$ cat src/rtl/coverfloat_pkg.sv
// coverfloat_pkg: shared types and record layout for the coverfloat vector loader.
//  CF_VEC_WORDS       words per covervector record
//  CF_IDX_*           word index where each field starts (multi-word fields are LS word first)
//  loaderState_t      loader FSM states
//  coverfloat_vec_t   all coverage-interface fields of one record
//  cfInsertWord       returns a record with one input word placed at its layout position
package coverfloat_pkg;

    localparam int CF_VEC_WORDS      = 26;
    localparam int CF_IDX_OP         = 0;
    localparam int CF_IDX_FMT        = 1;
    localparam int CF_IDX_A          = 2;
    localparam int CF_IDX_B          = 6;
    localparam int CF_IDX_C          = 10;
    localparam int CF_IDX_RESULT     = 14;
    localparam int CF_IDX_INTERM_X   = 18;
    localparam int CF_IDX_INTERM_S   = 19;
    localparam int CF_IDX_INTERM_M   = 20;
    localparam int CF_IDX_LAST       = CF_VEC_WORDS - 1;

    typedef enum logic [1:0] {
        COLLECT,
        FULL,
        DISCARD
    } loaderState_t;

    typedef struct packed {
        logic [31:0]  op;
        logic [7:0]   rm;
        logic [127:0] a;
        logic [127:0] b;
        logic [127:0] c;
        logic [7:0]   operandFmt;
        logic [127:0] result;
        logic [7:0]   resultFmt;
        logic         intermS;
        logic [31:0]  intermX;
        logic [191:0] intermM;
        logic [7:0]   exceptionBits;
    } coverfloat_vec_t;

    function automatic coverfloat_vec_t cfInsertWord(input coverfloat_vec_t v, input logic [4:0] idx,
                                                     input logic [31:0] w);
        coverfloat_vec_t r;
        int i;
        r = v;
        i = int'(idx);
        if (i == CF_IDX_OP)
            r.op = w;
        else if (i == CF_IDX_FMT)
            {r.rm, r.operandFmt, r.resultFmt, r.exceptionBits} = w;
        else if (i < CF_IDX_B)
            r.a[32*(i-CF_IDX_A) +: 32] = w;
        else if (i < CF_IDX_C)
            r.b[32*(i-CF_IDX_B) +: 32] = w;
        else if (i < CF_IDX_RESULT)
            r.c[32*(i-CF_IDX_C) +: 32] = w;
        else if (i < CF_IDX_INTERM_X)
            r.result[32*(i-CF_IDX_RESULT) +: 32] = w;
        else if (i == CF_IDX_INTERM_X)
            r.intermX = w;
        else if (i == CF_IDX_INTERM_S)
            r.intermS = w[0];
        else if (i < CF_VEC_WORDS)
            r.intermM[32*(i-CF_IDX_INTERM_M) +: 32] = w;
        return r;
    endfunction

endpackage

$ cat src/rtl/coverfloat_vector_loader.sv
// coverfloat_vector_loader: assembles 26-word covervector records from a word stream and presents them
// on the coverfloat coverage-interface fields with a valid/ready handshake.
//  clk, rst_n                   clock, asynchronous active-low reset
//  in_valid/in_ready/in_data/in_last   input word stream
//  out_valid/out_ready          record handshake toward the coverage sampler
//  op..exceptionBits            fields of the held record
//  vec_count                    delivered-record counter (wraps)
//  frame_err, rsvd_err          sticky error flags; clear_err clears both (a same-cycle set wins)
module coverfloat_vector_loader
    import coverfloat_pkg::*;
#(
    parameter int CNT_W = 32
) (
    input  logic             clk,
    input  logic             rst_n,
    input  logic             in_valid,
    output logic             in_ready,
    input  logic [31:0]      in_data,
    input  logic             in_last,
    output logic             out_valid,
    input  logic             out_ready,
    output logic [31:0]      op,
    output logic [7:0]       rm,
    output logic [127:0]     a,
    output logic [127:0]     b,
    output logic [127:0]     c,
    output logic [7:0]       operandFmt,
    output logic [127:0]     result,
    output logic [7:0]       resultFmt,
    output logic             intermS,
    output logic [31:0]      intermX,
    output logic [191:0]     intermM,
    output logic [7:0]       exceptionBits,
    output logic [CNT_W-1:0] vec_count,
    output logic             frame_err,
    output logic             rsvd_err,
    input  logic             clear_err
);

    loaderState_t    state;
    logic [4:0]      idx;
    coverfloat_vec_t asmBuf;
    coverfloat_vec_t outReg;
    coverfloat_vec_t nextBuf;
    logic            accept;
    logic            collecting;
    logic            isLast;
    logic            drain;
    logic            canLoad;
    logic            recordDone;
    logic            loadOut;
    logic            frameSet;
    logic            rsvdSet;

    // in_ready is decoded from the registered state only, never from out_ready
    assign in_ready = state != FULL;

    always_comb begin
        collecting = state == COLLECT;
        accept     = in_valid && in_ready;
        isLast     = idx == 5'(CF_IDX_LAST);
        drain      = out_valid && out_ready;
        canLoad    = !out_valid || out_ready;
        nextBuf    = cfInsertWord(asmBuf, idx, in_data);
        recordDone = accept && collecting && isLast && in_last;
        loadOut    = canLoad && (recordDone || state == FULL);
        frameSet   = accept && collecting && (in_last != isLast);
        rsvdSet    = accept && collecting && idx == 5'(CF_IDX_INTERM_S) && |in_data[31:1];
    end

    always_ff @(posedge clk or negedge rst_n) begin
        if (!rst_n) begin
            state     <= COLLECT;
            idx       <= '0;
            asmBuf    <= '0;
            outReg    <= '0;
            out_valid <= 1'b0;
            vec_count <= '0;
            frame_err <= 1'b0;
            rsvd_err  <= 1'b0;
        end else begin
            if (accept && collecting)
                asmBuf <= nextBuf;
            // a record finishing this cycle bypasses the buffer so it appears one cycle after its last word
            if (loadOut)
                outReg <= recordDone ? nextBuf : asmBuf;
            out_valid <= loadOut || (out_valid && !out_ready);
            if (drain)
                vec_count <= vec_count + CNT_W'(1);
            frame_err <= frameSet || (frame_err && !clear_err);
            rsvd_err  <= rsvdSet || (rsvd_err && !clear_err);
            case (state)
                COLLECT: if (accept) begin
                    idx <= (in_last || isLast) ? 5'd0 : idx + 5'd1;
                    if (isLast && !in_last)
                        state <= DISCARD;
                    else if (recordDone && !canLoad)
                        state <= FULL;
                end
                FULL:    if (canLoad) state <= COLLECT;
                DISCARD: if (accept && in_last) state <= COLLECT;
                default: state <= COLLECT;
            endcase
        end
    end

    assign op            = outReg.op;
    assign rm            = outReg.rm;
    assign a             = outReg.a;
    assign b             = outReg.b;
    assign c             = outReg.c;
    assign operandFmt    = outReg.operandFmt;
    assign result        = outReg.result;
    assign resultFmt     = outReg.resultFmt;
    assign intermS       = outReg.intermS;
    assign intermX       = outReg.intermX;
    assign intermM       = outReg.intermM;
    assign exceptionBits = outReg.exceptionBits;

endmodule
$ cat config.mk
export PLATFORM = sky130hd
export DESIGN_NAME = coverfloat_vector_loader
export DESIGN_NICKNAME = d
export VERILOG_FILES = /design/src/rtl/coverfloat_pkg.sv /design/src/rtl/coverfloat_vector_loader.sv
export SDC_FILE = /design/constraint.sdc
export NUM_CORES = 2
export LEC_CHECK = 0
export CAP_MARGIN = 20
export CELL_PAD_IN_SITES_DETAIL_PLACEMENT = 1
export CELL_PAD_IN_SITES_GLOBAL_PLACEMENT = 2
export CORE_AREA = 2 2 401 403
export DETAILED_ROUTE_END_ITERATION = 8
export DIE_AREA = 0 0 403 405
export DONT_BUFFER_PORTS = 1
export MAX_ROUTING_LAYER = met4
export PLACE_DENSITY_LB_ADDON = 0.1
export SYNTH_ARGS = -nofsm -noshare
export SYNTH_HDL_FRONTEND = slang
export SYNTH_SLANG_ARGS = --single-unit
$ cat constraint.sdc
create_clock -name clk -period 11.8 [get_ports clk]
set_input_delay 1.18 -clock clk [delete_from_list [all_inputs] [get_ports clk]]
set_output_delay 1.18 -clock clk [all_outputs]
set_load 0.02 [all_outputs]
==> flow_results.xml <==
<?xml version="1.0" encoding="UTF-8"?>
<metrics>
  <group name="status">
    <metric name="run_status" unit="">finished clean</metric>
  </group>
  <group name="drt">
    <metric name="drtPass1Iterations" unit="">5</metric>
    <metric name="routed-via-count" unit="">49014</metric>
    <metric name="drt_wl_total" unit="mm">249</metric>
    <metric name="route.detailed.vias_per_inst" unit="">5.55</metric>
    <metric name="detail_route.iter0.violations" unit="">3853</metric>
    <metric name="ant_nets" unit="">0</metric>
    <metric name="drc_errors" unit="">0</metric>
    <metric name="drt-wirelength-per-cell" unit="um">28.1</metric>
  </group>
  <group name="die">
    <metric name="initial_utilization" unit="">0.427</metric>
    <metric name="top_level_ports" unit="">875</metric>
    <metric name="num_rows" unit="">147</metric>
    <metric name="fp.coreArea" unit="sq mm">0.159</metric>
    <metric name="die_height" unit="um">405</metric>
    <metric name="die_x" unit="um">403</metric>
    <metric name="dieArea" unit="sq mm">0.163</metric>
  </group>
  <group name="finish">
    <metric name="multi_input_comb_area" unit="sq mm">0.0249</metric>
    <metric name="flow.area_growth_from_synthesis" unit="%">11.7</metric>
    <metric name="regArea" unit="sq mm">0.0411</metric>
    <metric name="share_of_layout_cells_above_drive_strength_1" unit="">0.125</metric>
    <metric name="layout.nets" unit="">6688</metric>
    <metric name="layout.cell_area.non_filler" unit="sq mm">0.0759</metric>
    <metric name="total_of_fill_cells_in_the_finished_design" unit="">17380</metric>
  </group>
  <group name="sta">
    <metric name="fin_worst_skew" unit="ns">0.0355</metric>
    <metric name="achievable-frequency" unit="GHz">0.181</metric>
    <metric name="grt_setup_unrepaired" unit="">no</metric>
    <metric name="timing.final.setup_violations" unit="">0</metric>
    <metric name="final_period_minus_worst_setup_slack" unit="ns">5.51</metric>
    <metric name="slew-limit-headroom" unit="">0.183</metric>
    <metric name="final-hold-violation-count" unit="">0</metric>
    <metric name="setup_total_negative_slack" unit="ns">0</metric>
    <metric name="worstMarginPinSlew" unit="ns">1.23</metric>
    <metric name="timing_max_transition_violations_final" unit="">0</metric>
    <metric name="final.period_utilization" unit="">0.467</metric>
  </group>
  <group name="synthesis">
    <metric name="netlist_area" unit="sq mm">0.0680</metric>
    <metric name="synth.yosys.warnings" unit="">0</metric>
    <metric name="syn-instance-count" unit="">6846</metric>
    <metric name="ys_types" unit="">72</metric>
    <metric name="synth_edf_count" unit="">0</metric>
    <metric name="post_synth_top_area_cell" unit="">sky130_fd_sc_hd__dfrtp_1</metric>
    <metric name="synthDominantCellAreaShare" unit="">0.605</metric>
    <metric name="synth-seq-area-share" unit="">0.605</metric>
    <metric name="syn_nets" unit="">6931</metric>
    <metric name="syn_avg_cell_area" unit="sq um">9.93</metric>
    <metric name="yosys_most_used_dff" unit="">sky130_fd_sc_hd__dfrtp_1</metric>
    <metric name="synth-async-reset-ratio" unit="">1.00</metric>
    <metric name="synth_area_leaders" unit="">sky130_fd_sc_hd__dfrtp_1, sky130_fd_sc_hd__nand2_1, sky130_fd_sc_hd__mux2_2</metric>
    <metric name="synth_seq_cells" unit="">1644</metric>
  </group>
  <group name="placement">
    <metric name="input_output_buffers" unit="">0</metric>
    <metric name="placement.cell_area" unit="sq mm">0.0695</metric>
    <metric name="hpwlAfterDp" unit="mm">156</metric>
    <metric name="gp_congestion" unit="">0.839</metric>
  </group>
  <group name="grt">
    <metric name="grt_max_degree" unit="">1645</metric>
    <metric name="grt_usage" unit="">0.310</metric>
    <metric name="grt-ovfl-total" unit="">0</metric>
    <metric name="first_global_vias" unit="">49884</metric>
    <metric name="number_of_antenna_violations_at_the_first_check_in_global_routing" unit="">17</metric>
    <metric name="grt_first_pass_wirelength" unit="mm">359</metric>
  </group>
  <group name="clock_network">
    <metric name="cts.htree.levels" unit="">4</metric>
    <metric name="clkSlewWorstSetupHoldPaths" unit="ns">0.06</metric>
    <metric name="clk-insertion-delay-late" unit="ns">0.83</metric>
    <metric name="cts.root.buffer_cell" unit="">sky130_fd_sc_hd__clkbuf_16</metric>
    <metric name="cts.repair.resized" unit="">0</metric>
    <metric name="tritoncts" unit="">built</metric>
    <metric name="postCtsHoldBufs" unit="">0</metric>
    <metric name="clock-sinks" unit="">1644</metric>
    <metric name="numCtsBuffers" unit="">182</metric>
    <metric name="ctsLongestPathBuffers" unit="">3</metric>
    <metric name="postCtsSetupRepairBufs" unit="">0</metric>
  </group>
  <group name="power">
    <metric name="power_leakage" unit="nW">37.1</metric>
    <metric name="powerDensity" unit="mW/mm^2">162</metric>
    <metric name="peakVddDrop" unit="uV">149</metric>
  </group>
  <group name="critical_path">
    <metric name="setup.worst_path.end_class" unit="">register</metric>
    <metric name="criticalPathCategory" unit="">reg2reg</metric>
    <metric name="cp.required" unit="ns">12.55</metric>
    <metric name="critical_path.startpoint_type" unit="">register</metric>
    <metric name="cp.arrival" unit="ns">6.26</metric>
    <metric name="critical_path_peak_fanout" unit="">68</metric>
  </group>
  <group name="min_path">
    <metric name="hold_removal_path_class" unit="">in2async</metric>
  </group>
  <group name="job">
    <metric name="maxCapViolations" unit="">0</metric>
  </group>
</metrics>
[synthesized netlist by cell type, drive strengths merged, types with 48 or more instances]
master	count
buf	96
and3	48
mux2	384
dfrtp	1644
nor2	418
nor2b	69
mux2i	73
nand2	2306
a31oi	169
o21ai	438
clkbuf	431
nand3	132
a21oi	124
[power by group]
group | total (mW) | switching [mW] | internal (mW)
combinational | 0.688 | 0.490 | 0.198
sequential | 5.82 | 0.0712 | 5.75
clock | 5.80 | 2.38 | 3.42
total | 12.3 | 2.94 | 9.37
[layout make-up]
class                   count  share of cell area
flip-flops and latches   1644               0.542
inverters                  37             0.00183
clock inverters            46             0.00792
well taps                2086              0.0344
repair buffers            100              0.0133
multi-input cells        4638               0.328
diodes                      6            0.000198
clock buffers             282              0.0722
[logic make-up (layout without fill, tap and decap cells)]
family / Yosys count / after routing / share of synthesized area
xor+xnor: 54 / 54 / 0.00757
buf+inv: 564 / 465 / 0.0328
compound gates: 885 / 885 / 0.0771
mux: 457 / 457 / 0.0744
simple gates: 3195 / 3195 / 0.194
flops: 1644 / 1644 / 0.605
fa+ha+maj: 47 / 47 / 0.00865
other cells: 0 / 6 / 0
[through the flow]
stage	hold slack (ns)	power (mW)	util	setup WS (ns)	std cells
2_1_floorplan	0.432	6.29	-	7.49	6846
4_1_cts	0.0339	12.3	0.474	6.34	8821
3_3_place_gp	0.438	6.49	0.436	6.24	8490
6_report	0.0708	12.3	0.476	6.29	8839
3_5_place_dp	0.450	6.51	0.436	6.37	8493
5_1_grt	0.0221	12.7	0.476	6.02	8834
[per-layer routing]
| layer | global-route usage | routed length, um | vias to the layer above |
|---|---|---|---|
| li1 | - | - | 22056 |
| met1 | 0.374 | 100000 | 25320 |
| met4 | 0.108 | 9000 | 0 |
| met2 | 0.486 | 118000 | 1248 |
| met5 | - | 0 | - |
| met3 | 0.105 | 21700 | 390 |
[registers in the layout (all words and copies together) (netlist names), 128 cells and up]
name     flops
a          128
intermM    192
asmBuf     801
b          128
c          128
result     128
[placed cells by master, fill, tap and decap left out, types with 33 or more instances in the layout]
cell type,count
sky130_fd_sc_hd__nand2_1,2301
sky130_fd_sc_hd__dfrtp_1,1643
sky130_fd_sc_hd__o21ai_0,435
sky130_fd_sc_hd__nor2_1,414
sky130_fd_sc_hd__mux2_2,370
sky130_fd_sc_hd__clkbuf_16,186
sky130_fd_sc_hd__a31oi_1,169
sky130_fd_sc_hd__nand3_1,124
sky130_fd_sc_hd__a21oi_1,123
sky130_fd_sc_hd__buf_4,84
sky130_fd_sc_hd__mux2i_1,73
sky130_fd_sc_hd__nor2b_1,69
sky130_fd_sc_hd__clkbuf_1,50
sky130_fd_sc_hd__and3_1,48
sky130_fd_sc_hd__ha_1,47
sky130_fd_sc_hd__clkbuf_8,46
sky130_fd_sc_hd__and2_1,43
sky130_fd_sc_hd__a221o_1,40
sky130_fd_sc_hd__inv_1,37
sky130_fd_sc_hd__or2_2,33
[final timing paths]
kind,endpoint,slack (ns),cells after the start,startpoint
min,a[17],0.07,0,rst_n
max,result[25],6.29,12,idx[0]
min in group clk,a[31],0.45,2,asmBuf[664]
max reg2reg,result[25],6.29,12,idx[0]
min reg2reg,a[31],0.45,2,asmBuf[664]
max in group asynchronous,intermM[94],8.53,3,rst_n
[critical path, cell delays in order, from the launching register on]
cell and delay, ns:
sky130_fd_sc_hd__dfrtp_4 0.78, sky130_fd_sc_hd__inv_1 0.19, sky130_fd_sc_hd__ha_1 0.55, sky130_fd_sc_hd__nand2b_1 0.31
sky130_fd_sc_hd__nand2b_1 0.24, sky130_fd_sc_hd__ha_1 0.34, sky130_fd_sc_hd__or4b_1 0.53, sky130_fd_sc_hd__or4_1 0.58
sky130_fd_sc_hd__nor4_4 0.55, sky130_fd_sc_hd__buf_6 0.26, sky130_fd_sc_hd__o21a_1 0.20, sky130_fd_sc_hd__and3_1 0.61
sky130_fd_sc_hd__a221o_1 0.26
Power figures use the tool's default switching activity.
